===== config.mk =====
export PLATFORM = sky130hd
export DESIGN_NAME = hidden_cpu_core_flat
export DESIGN_NICKNAME = d
export VERILOG_FILES = /design/src/rtl/hidden_cpu_pkg.sv /design/src/rtl/hidden_cpu_if.sv /design/src/rtl/hidden_cpu_alu.sv /design/src/rtl/hidden_cpu_core.sv /design/src/flat_wrapper.sv
export SDC_FILE = /design/constraint.sdc
export NUM_CORES = 1
export LEC_CHECK = 0
export CELL_PAD_IN_SITES_DETAIL_PLACEMENT = 0
export CELL_PAD_IN_SITES_GLOBAL_PLACEMENT = 1
export CORE_ASPECT_RATIO = 1.4
export CORE_MARGIN = 2
export CORE_UTILIZATION = 40
export DETAILED_ROUTE_END_ITERATION = 8
export GPL_TIMING_DRIVEN = 0
export PLACE_DENSITY_LB_ADDON = 0.08
export SYNTH_ARGS = -nofsm -noshare
export SYNTH_HDL_FRONTEND = slang
export SYNTH_SLANG_ARGS = --single-unit

===== constraint.sdc =====
create_clock -name clk -period 4 [get_ports clk]
set_input_delay 1 -clock clk [delete_from_list [all_inputs] [get_ports clk]]
set_output_delay 1 -clock clk [all_outputs]
set_load 0.1 [all_outputs]

===== src/rtl/hidden_cpu_pkg.sv =====
// Shared types and constants for the hidden_cpu core and its ALU.
// Latency: n/a (declarations only).
// Backpressure: n/a.
package hidden_cpu_pkg;

  // Instruction opcodes, instr[2:0].
  typedef enum logic [2:0] {
    OP_ADD = 3'd0,
    OP_SUB = 3'd1,
    OP_AND = 3'd2,
    OP_XOR = 3'd3,
    OP_MOV = 3'd4,
    OP_LDI = 3'd5,
    OP_BR  = 3'd6,
    OP_SEL = 3'd7
  } opcode_e;

  // Branch condition codes carried in the rd field of a BR.
  // Any code at or above COND_LAST+1 is never taken.
  localparam int COND_ALWAYS = 0;
  localparam int COND_C      = 1;
  localparam int COND_B      = 2;
  localparam int COND_Z      = 3;

  // Sequencer states. The register holding the state is a plain logic
  // vector compared against these constants.
  localparam logic [0:0] ST_EXEC = 1'b0;
  localparam logic [0:0] ST_IMM  = 1'b1;

  typedef enum logic [0:0] {
    EXEC = ST_EXEC,
    IMM  = ST_IMM
  } state_e;

  // Flag register layout: flags = {Z, B, C}.
  localparam int NFLAGS = 3;
  localparam int FLAG_C = 0;
  localparam int FLAG_B = 1;
  localparam int FLAG_Z = 2;

endpackage


===== src/rtl/hidden_cpu_if.sv =====
// Pin-side bundle of the core: instruction word in, display/status out.
// Latency: n/a (wiring only).
// Backpressure: none; every valid word is taken on the edge it is presented.
interface hidden_cpu_if
  import hidden_cpu_pkg::*;
#(
  parameter int DATA_W  = 8,
  parameter int INSTR_W = 8
);

  logic [INSTR_W-1:0] instr;
  logic               instr_valid;
  logic [DATA_W-1:0]  out;
  logic               imm_pending;
  logic [NFLAGS-1:0]  flags;

  // Driver side: the input pins feeding the core.
  modport master (
    output instr,
    output instr_valid,
    input  out,
    input  imm_pending,
    input  flags
  );

  // Core side.
  modport slave (
    input  instr,
    input  instr_valid,
    output out,
    output imm_pending,
    output flags
  );

endinterface


===== src/rtl/hidden_cpu_alu.sv =====
// Combinational ALU: result, next flag value and register write-enable per opcode.
// Latency: 0 cycles (pure combinational).
// Backpressure: n/a; the core decides whether the result is committed.
module hidden_alu
  import hidden_cpu_pkg::*;
#(
  parameter int DATA_W = 8
) (
  input  opcode_e           opcode,
  input  logic [DATA_W-1:0] a,
  input  logic [DATA_W-1:0] b,
  input  logic [NFLAGS-1:0] flags_in,
  output logic [DATA_W-1:0] result,
  output logic [NFLAGS-1:0] flags_out,
  output logic              we
);

  // One extra bit holds carry-out for ADD and the borrow for SUB.
  logic [DATA_W:0] sum;
  logic [DATA_W:0] diff;

  assign sum  = {1'b0, a} + {1'b0, b};
  assign diff = {1'b0, a} - {1'b0, b};

  // Opcode decode; flags not touched by an opcode keep their old value.
  always_comb begin
    result    = a;
    flags_out = flags_in;
    we        = 1'b0;
    case (opcode)
      OP_ADD: begin
        result            = sum[DATA_W-1:0];
        flags_out[FLAG_C] = sum[DATA_W];
        flags_out[FLAG_Z] = (sum[DATA_W-1:0] == '0);
        we                = 1'b1;
      end
      OP_SUB: begin
        // The borrow out of the widened subtract is exactly a < b unsigned.
        result            = diff[DATA_W-1:0];
        flags_out[FLAG_B] = diff[DATA_W];
        flags_out[FLAG_Z] = (diff[DATA_W-1:0] == '0);
        we                = 1'b1;
      end
      OP_AND: begin
        result            = a & b;
        flags_out[FLAG_Z] = ((a & b) == '0);
        we                = 1'b1;
      end
      OP_XOR: begin
        result            = a ^ b;
        flags_out[FLAG_Z] = ((a ^ b) == '0);
        we                = 1'b1;
      end
      OP_MOV: begin
        result = b;
        we     = 1'b1;
      end
      default: begin
        // LDI, BR and SEL never write a register from the ALU.
        result = a;
        we     = 1'b0;
      end
    endcase
  end

endmodule


===== src/rtl/hidden_cpu_core.sv =====
// Parametrised pin-driven core: register file, flags, pc, LDI sequencer, output mux.
// Latency: a word accepted at edge N is reflected on out/flags right after edge N.
// Backpressure: none; instr is consumed on every edge where instr_valid is high.
module hidden_cpu_core
  import hidden_cpu_pkg::*;
#(
  parameter int DATA_W  = 8,
  parameter int NREGS   = 4,
  parameter int PC_W    = 8,
  parameter int INSTR_W = 8
) (
  input  logic         clk,
  input  logic         rst,
  hidden_cpu_if.slave  bus
);

  localparam int RA_W = $clog2(NREGS);

  // Architectural state.
  logic [DATA_W-1:0] rf [NREGS];
  logic [PC_W-1:0]   pc;
  logic [NFLAGS-1:0] flags_q;
  logic              sel_out;
  logic [0:0]        state;
  logic [RA_W-1:0]   ld_rd;

  // Instruction fields; bits above the rs field are ignored.
  opcode_e         opcode;
  logic [RA_W-1:0] rd;
  logic [RA_W-1:0] rs;

  assign opcode = opcode_e'(bus.instr[2:0]);
  assign rd     = bus.instr[3 +: RA_W];
  assign rs     = bus.instr[3+RA_W +: RA_W];

  // Both operands come from the current register contents, so rd==rs
  // reads the pre-write value.
  logic [DATA_W-1:0] op_a;
  logic [DATA_W-1:0] op_b;

  assign op_a = rf[rd];
  assign op_b = rf[rs];

  // A word is either an instruction (EXEC) or the LDI payload (IMM).
  logic exec_fire;
  logic imm_fire;

  assign exec_fire = bus.instr_valid && (state == ST_EXEC);
  assign imm_fire  = bus.instr_valid && (state == ST_IMM);

  logic [DATA_W-1:0] alu_result;
  logic [NFLAGS-1:0] alu_flags;
  logic              alu_we;

  hidden_alu #(
    .DATA_W (DATA_W)
  ) u_alu (
    .opcode    (opcode),
    .a         (op_a),
    .b         (op_b),
    .flags_in  (flags_q),
    .result    (alu_result),
    .flags_out (alu_flags),
    .we        (alu_we)
  );

  // Branch condition: the rd field selects which flag gates the branch.
  logic br_taken;

  always_comb begin
    br_taken = 1'b0;
    case (int'(rd))
      COND_ALWAYS: br_taken = 1'b1;
      COND_C:      br_taken = flags_q[FLAG_C];
      COND_B:      br_taken = flags_q[FLAG_B];
      COND_Z:      br_taken = flags_q[FLAG_Z];
      default:     br_taken = 1'b0;
    endcase
  end

  // Next pc for an executed instruction; both paths wrap modulo 2^PC_W.
  // A taken branch through a zero register yields pc itself, a legal spin.
  logic [PC_W-1:0] pc_inc;
  logic [PC_W-1:0] pc_next;

  always_comb begin
    pc_inc  = pc + PC_W'(1);
    pc_next = pc_inc;
    if ((opcode == OP_BR) && br_taken) begin
      pc_next = pc + op_b[PC_W-1:0];
    end
  end

  // Program counter: every accepted word moves it; branches redirect it.
  always_ff @(posedge clk) begin
    if (rst) begin
      pc <= '0;
    end else if (imm_fire) begin
      pc <= pc_inc;
    end else if (exec_fire) begin
      pc <= pc_next;
    end
  end

  // LDI sequencer: remember the destination, then treat the next
  // accepted word as data. Reset drops any pending load.
  always_ff @(posedge clk) begin
    if (rst) begin
      state <= ST_EXEC;
      ld_rd <= '0;
    end else if (exec_fire && (opcode == OP_LDI)) begin
      state <= ST_IMM;
      ld_rd <= rd;
    end else if (imm_fire) begin
      state <= ST_EXEC;
    end
  end

  // Flags follow the ALU on every executed instruction; the ALU hands
  // back the old value for opcodes that do not affect them.
  always_ff @(posedge clk) begin
    if (rst) begin
      flags_q <= '0;
    end else if (exec_fire) begin
      flags_q <= alu_flags;
    end
  end

  // Output select toggles on SEL.
  always_ff @(posedge clk) begin
    if (rst) begin
      sel_out <= 1'b0;
    end else if (exec_fire && (opcode == OP_SEL)) begin
      sel_out <= ~sel_out;
    end
  end

  // Register file: reset to r[i]=i, single-register write-back otherwise.
  // The LDI payload is zero-extended or truncated to the register width.
  always_ff @(posedge clk) begin
    if (rst) begin
      for (int i = 0; i < NREGS; i++) begin
        rf[i] <= DATA_W'(i);
      end
    end else if (imm_fire) begin
      rf[ld_rd] <= DATA_W'(bus.instr);
    end else if (exec_fire && alu_we) begin
      rf[rd] <= alu_result;
    end
  end

  // Outputs are decoded from state registers only.
  assign bus.out         = sel_out ? rf[NREGS-1] : DATA_W'(pc);
  assign bus.imm_pending = (state == ST_IMM);
  assign bus.flags       = flags_q;

endmodule


===== src/flat_wrapper.sv =====
// flat-port wrapper written by rule: the top's interface ports become plain ports
module hidden_cpu_core_flat import hidden_cpu_pkg::*;
#(
  parameter int DATA_W  = 8,
  parameter int NREGS   = 4,
  parameter int PC_W    = 8,
  parameter int INSTR_W = 8
)
  (clk, rst, bus_instr, bus_instr_valid, bus_out, bus_imm_pending, bus_flags);
  hidden_cpu_if #(.DATA_W(DATA_W), .INSTR_W(INSTR_W)) bus_i ();
  input  logic clk;
  input  logic rst;
  input wire logic [$bits(bus_i.instr)-1:0] bus_instr;
  input wire logic [$bits(bus_i.instr_valid)-1:0] bus_instr_valid;
  output wire logic [$bits(bus_i.out)-1:0] bus_out;
  output wire logic [$bits(bus_i.imm_pending)-1:0] bus_imm_pending;
  output wire logic [$bits(bus_i.flags)-1:0] bus_flags;
  assign bus_i.instr = bus_instr;
  assign bus_i.instr_valid = bus_instr_valid;
  assign bus_out = bus_i.out;
  assign bus_imm_pending = bus_i.imm_pending;
  assign bus_flags = bus_i.flags;
  hidden_cpu_core #(.DATA_W(DATA_W), .NREGS(NREGS), .PC_W(PC_W), .INSTR_W(INSTR_W)) u_core (.clk(clk), .rst(rst), .bus(bus_i));
endmodule

==> results.toml, run 1 <==
[cells_and_area]
fin_cells = 624
layout_common_cells = "44 x nor2_1, 34 x a21oi_1, 32 x edfxtp_1"
final_nets = 524
antennaDiodeCount = 0
drive_gt1_share_pct = 15.0
syn_to_final_growth_pct = 14.1
mostFrequentLayoutCell = "nor2_1"

[floorplanning]
die-area_mm2 = 0.0114
pin_count = 23
coreArea_mm2 = 0.0103
initial_core_util_pct = 40.8
die-width_um = 90.8
rows = 44
chipHeight_um = 126

[routing]
vias_per_cell = 5.98
vias = 3731
drc = 0
ant_nets = 0
drt_iter0_markers = 244
firstDrtPassIters = 5
postRouteWirelength_mm = 13.5
wl_per_cell_um = 21.6

[power]
internal_power_mw = 1.05
p_leak_nw = 1.80
comb_power_share_pct = 35.8
netSwitchingPower_mw = 0.583
power_mw = 1.64
power_frac_seq_pct = 34.5
cellPowerDensity_mw_per_mm2 = 340
power_frac_clock_pct = 29.7
vdd_drop_max_mv = 0.229
switching_share_pct = 35.6

[critical_path]
crit_required_ns = 4.01
cpMaxStageDelayCell = "mux4_2"
cp_common_cell = "inv_1"
path_class = "primary input to flop"
crit_fanout = 6
worst_setup_path_end_kind = "flop"
crit_path_cell_trace = "clkbuf_4 > buf_12 > mux4_2 > inv_1 > ha_1 > inv_1 > fa_2 > a211o_1 > a2111o_1 > o211ai_1 > nand2_1 > a31oi_4 > a211oi_1"
crit_arrival_ns = 3.90
crit_path_start_kind = "primary input"
cpPeakStageDelay_ns = 0.53
reg2reg_slack_ns = 0.70

[yosys]
synth_area_per_cell_um2 = 9.25
yosys_warnings = 0
synth_top_area_share_pct = 22.8
seq_area_frac_synth_pct = 29.9
syn_nets = 495
synthFlopType = "edfxtp_1"
synth_top_cell_by_area = "edfxtp_1"
synthDistinctLibCells = 71
async_flop_share_pct = 0
synth_area_leaders = "edfxtp_1 23%, mux4_2 9.1%, ha_1 7.4%, dfxtp_1 7.1%, a21oi_1 4.0%"
synth_seq_cells = 47
netlist_instances = 456
syn_area_mm2 = 0.00422
synth_edf_count = 32

[placed_design]
dp.cells = 612
dp_slack_ns = -1.07
dp_hpwl_mm = 10.6
portBuffers = 18
place.gp.congestion = 0.925

[cts]
numCtsBuffers = 5
cts_tree = "done"
clock-root-buffer = "clkbuf_16"
clockBufferDepth = 2
htree_levels = 2
clkLatencyLatePin_ns = 0.30
cts_sinks = 47
postCtsHoldBufs = 0
clkTransAtPathRegs_ns = 0.07

[timing]
finClkSkew_ns = 0.0128
rsz0062_at_grt = "no"
period_minus_slack_ns = 3.89
drv_slew = 0
timing.final.ws_setup_ns = 0.107
min_period_over_period_pct = 97.3
fmax_ghz = 0.257
timing.slew.headroom_pct = 34.5
worstMarginPinSlew_ns = 0.979
hold_violations = 0
setup_viol = 0

[flow_run]
cap_violations = 0

[hold_path]
hold_path_class = "flop to flop"

[status]
outcome = "finished clean"

[global_routing]
track_usage_pct = 23.9
antenna_found_initial = 0
grt_pass1_vias = 3508
grt_max_degree = 16
grt_pass1_wl_mm = 20.5
overflow = 0
-- power groups by stage --
stage | Clock (mW) | Sequential (mW) | Combinational (mW)
final | 0.487 | 0.565 | 0.586
after global routing | 0.511 | 0.567 | 0.631
after CTS | 0.493 | 0.565 | 0.572
after detailed placement | 0 | 0.576 | 0.562
after global placement | 0 | 0.574 | 0.565
after floorplan | 0 | 0.575 | 0.409
-- kinds of logic after synthesis --
logic type	after synthesis	share of synthesized area, %
AND/OR/NAND/NOR	145	17.7
AO/OA/AOI/OAI	135	22.7
XOR/XNOR	10	2.08
buffers and inverters	62	6.67
flip-flops	47	29.9
multiplexers	29	12.1
adder cells (fa/ha/maj)	28	8.84
-- Yosys cell counts, types with 10 or more instances --
cell,count
a21oi_1,34
edfxtp_1,32
mux4_2,17
nand2_1,25
inv_1,31
nor2_1,44
clkbuf_1,10
and3_1,10
ha_1,25
o21ai_0,23
nor3_1,10
nand2b_1,13
buf_2,12
dfxtp_1,15
-- critical path: cells and delay by family --
kind            cells  cell delay (ns)
compound gates      5             1.21
fa+ha+maj           2             0.55
buf+inv             4             0.45
simple gates        1             0.14
mux                 1             0.53
-- sequential cells by signal, indices dropped and copies added (netlist names) --
| signal | cells |
|---|---|
| u_core.bus.flags | 3 |
| u_core.bus.imm_pending | 1 |
| u_core.ld_rd | 2 |
| u_core.pc | 8 |
| u_core.rf | 32 |
| u_core.sel_out | 1 |
-- layout make-up --
| cell class | instances | area (um^2) |
|---|---|---|
| multi-input combinational | 347 | 2700 |
| sequential | 47 | 1260 |
| buffer | 30 | 185 |
| tap | 138 | 173 |
| clock inverter | 3 | 42.5 |
| inverter | 32 | 120 |
| clock buffer | 5 | 125 |
| timing repair buffer | 22 | 208 |
| fill | 1063 | 5540 |
-- routing by layer --
metal,vias to the layer above,global-route usage (%),part of all wire [%],routed length [um]
li1,1769,-,-,-
met1,1807,30.7,40,5420
met2,137,41.9,51,6910
met3,18,3.01,6.0,811
met4,0,7.40,2.6,353
met5,-,0,0,0
-- path summary, 6_finish.rpt --
kind | depth (start not counted) | start | to
worst max-delay path | 13 | bus_instr[3] | u_core.rf[2][6]
worst min-delay path | 2 | u_core.ld_rd[0] | u_core.ld_rd[0]
worst max register to register | 11 | u_core.rf[3][0] | u_core.rf[2][6]
worst min register to register | 2 | u_core.ld_rd[0] | u_core.ld_rd[0]
-- through the flow --
| stage | instance area (um^2) | util, % | hold slack, ns | TNS, ns |
|---|---|---|---|---|
| 2_1_floorplan | 4220 | - | 0.480 | 0 |
| 6_report | 4810 | 46.5 | 0.557 | 0 |
| 3_3_place_gp | 4570 | 44.2 | 0.538 | -24.73 |
| 5_1_grt | 4810 | 46.5 | 0.574 | 0 |
| 3_5_place_dp | 4570 | 44.2 | 0.548 | -24.57 |
| 4_1_cts | 4770 | 46.1 | 0.557 | 0 |
-- timing repair --
item	4_1_cts	5_1_grt
setup buffers	0	4
endpoints found under the setup margin	30	11
resized for setup	14	5
pin swaps	2	5
No activity file was read; power rests on OpenSTA's default activity.
==> run 2: changes to the inputs <==
--- a/config.mk
+++ b/config.mk
@@ -16,3 +16,4 @@
 export SYNTH_ARGS = -nofsm -noshare
 export SYNTH_HDL_FRONTEND = slang
 export SYNTH_SLANG_ARGS = --single-unit
+export TNS_END_PERCENT = 30
==> run 2 against run 1 <==
  * Setup slack got worse by 0.039 ns
  * Non-clock buffer count decreased by 3
  * Register-to-register slack better by 0.03 ns
  * Critical endpoint unchanged
==> results.toml, run 2 (same netlist as run 1, synthesis figures left out) <==
[cts]
htree_levels = 2
clock-root-buffer = "clkbuf_16"
clkTransAtPathRegs_ns = 0.06
cts_tree = "done"
clockBufferDepth = 2
postCtsHoldBufs = 0
cts_sinks = 47
numCtsBuffers = 5
clkLatencyLatePin_ns = 0.30

[cells_and_area]
antennaDiodeCount = 0
syn_to_final_growth_pct = 13.5
multiInputGateArea_mm2 = 0.00270
layout_common_cells = "44 x nor2_1, 34 x a21oi_1, 32 x edfxtp_1"
regArea_mm2 = 0.00126
mostFrequentLayoutCell = "nor2_1"
largest-register = "u_core.rf"
final_area_mm2 = 0.00479
final_nets = 521
final_util_pct = 46.3
drive_gt1_share_pct = 14.5
largest_reg_flops = 32
num-fill-cells = 1063
fin_cells = 621

[floorplanning]
coreArea_mm2 = 0.0103
pin_count = 23
rows = 44
die-area_mm2 = 0.0114
initial_core_util_pct = 40.8
die-width_um = 90.8
chipHeight_um = 126

[timing]
fmax_ghz = 0.254
finClkSkew_ns = 0.0122
period_minus_slack_ns = 3.93
min_period_over_period_pct = 98.3
hold_violations = 0
setup_tns_ns = 0
worstMarginPinSlew_ns = 0.979
setup_viol = 0
rsz0062_at_grt = "yes"
drv_slew = 0
timing.slew.headroom_pct = 34.5

[global_routing]
grt_pass1_wl_mm = 20.5
antenna_found_initial = 0
overflow = 0
track_usage_pct = 23.9
grt_pass1_vias = 3508
grt_max_degree = 16

[critical_path]
reg2reg_slack_ns = 0.73
path_class = "primary input to flop"
crit_path_start_kind = "primary input"
crit_arrival_ns = 3.93
r2r_end = "u_core.rf[2][6]"
worstReg2RegStart = "u_core.rf[3][0]"
worst_setup_path_end_kind = "flop"
crit_fanout = 10
crit_required_ns = 4.00
r2r_cells = 9

[routing]
postRouteWirelength_mm = 13.4
wl_per_cell_um = 21.6
firstDrtPassIters = 5
vias = 3726
ant_nets = 0
drc = 0
vias_per_cell = 6.00
drt_iter0_markers = 282

[power]
power_mw = 1.63
p_leak_nw = 1.79
vdd_drop_max_mv = 0.227
cellPowerDensity_mw_per_mm2 = 340

[hold_path]
whs_endpoint = "u_core.ld_rd[0]"
hold_path_class = "flop to flop"
whs_path_depth = 2
min_from = "u_core.ld_rd[0]"

[status]
outcome = "finished clean"

[placed_design]
placed_area_mm2 = 0.00457
dp.cells = 612
dp_hpwl_mm = 10.6
place.gp.congestion = 0.925
portBuffers = 18

[flow_run]
cap_violations = 0
## run 2: layout make-up
class,instances,share of cell area (%)
Multi-Input combinational cell,347,56.4
Sequential cell,47,26.3
Buffer,30,3.87
Timing Repair Buffer,19,3.81
Tap cell,138,3.61
Clock buffer,5,2.61
Inverter,32,2.51
Clock inverter,3,0.888
## run 2: critical path: stages
cell and delay [ns]:
buf_2 0.19, buf_12 0.17, mux4_2 0.54, inv_1 0.10
ha_1 0.14, inv_1 0.05, fa_2 0.40, a211o_1 0.33
a2111o_1 0.37, o211ai_1 0.15, nand2_1 0.14, a31oi_4 0.25
a211oi_1 0.09
## run 2: per-layer routing
layer  track usage (%)  share of wire [%]  up-vias  routed length (um)
met5                 0                  0        -                   0
met4              7.40                2.4        0                 325
met3              3.01                5.3       18                 706
met2              41.9                 51      141                6830
met1              30.7                 41     1800                5560
li1                  -                  -     1767                   -
## run 2: power breakdown
| group | internal [mW] | total (mW) | leakage (nW) | switching (mW) |
|---|---|---|---|---|
| Sequential | 0.543 | 0.565 | 0.445 | 0.0213 |
| Combinational | 0.213 | 0.582 | 1.26 | 0.370 |
| Clock | 0.295 | 0.484 | 0.0818 | 0.189 |
| Total | 1.05 | 1.63 | 1.79 | 0.580 |
## run 2: how the worst max path moves through the flow
stage / start / to / slack [ns] / cells after the start
3_3_place_gp: bus_instr[3] / u_core.rf[2][6] / -1.10 / 13
2_1_floorplan: bus_instr[3] / u_core.rf[2][6] / 0.07 / 12
6_report: bus_instr[3] / u_core.rf[2][6] / 0.07 / 13
5_1_grt: bus_instr[3] / u_core.rf[2][6] / -0.02 / 13
4_1_cts: bus_instr[6] / u_core.rf[2][6] / 0.04 / 10
3_5_place_dp: bus_instr[3] / u_core.rf[2][6] / -1.07 / 13
## run 2: stage by stage
step,hold WS (ns),setup WS (ns)
final,0.558,0.0680
after global routing,0.574,-0.0207
after CTS,0.557,0.0440
after detailed placement,0.548,-1.07
after global placement,0.538,-1.10
after floorplan,0.480,0.0652
## run 2: repair_timing
action                                  CTS  global route
pin swaps                                 2             2
gates resized for setup                  14             4
buffers inserted                          0             1
endpoints found under the hold margin     0             0
endpoints found under the setup margin   30            11
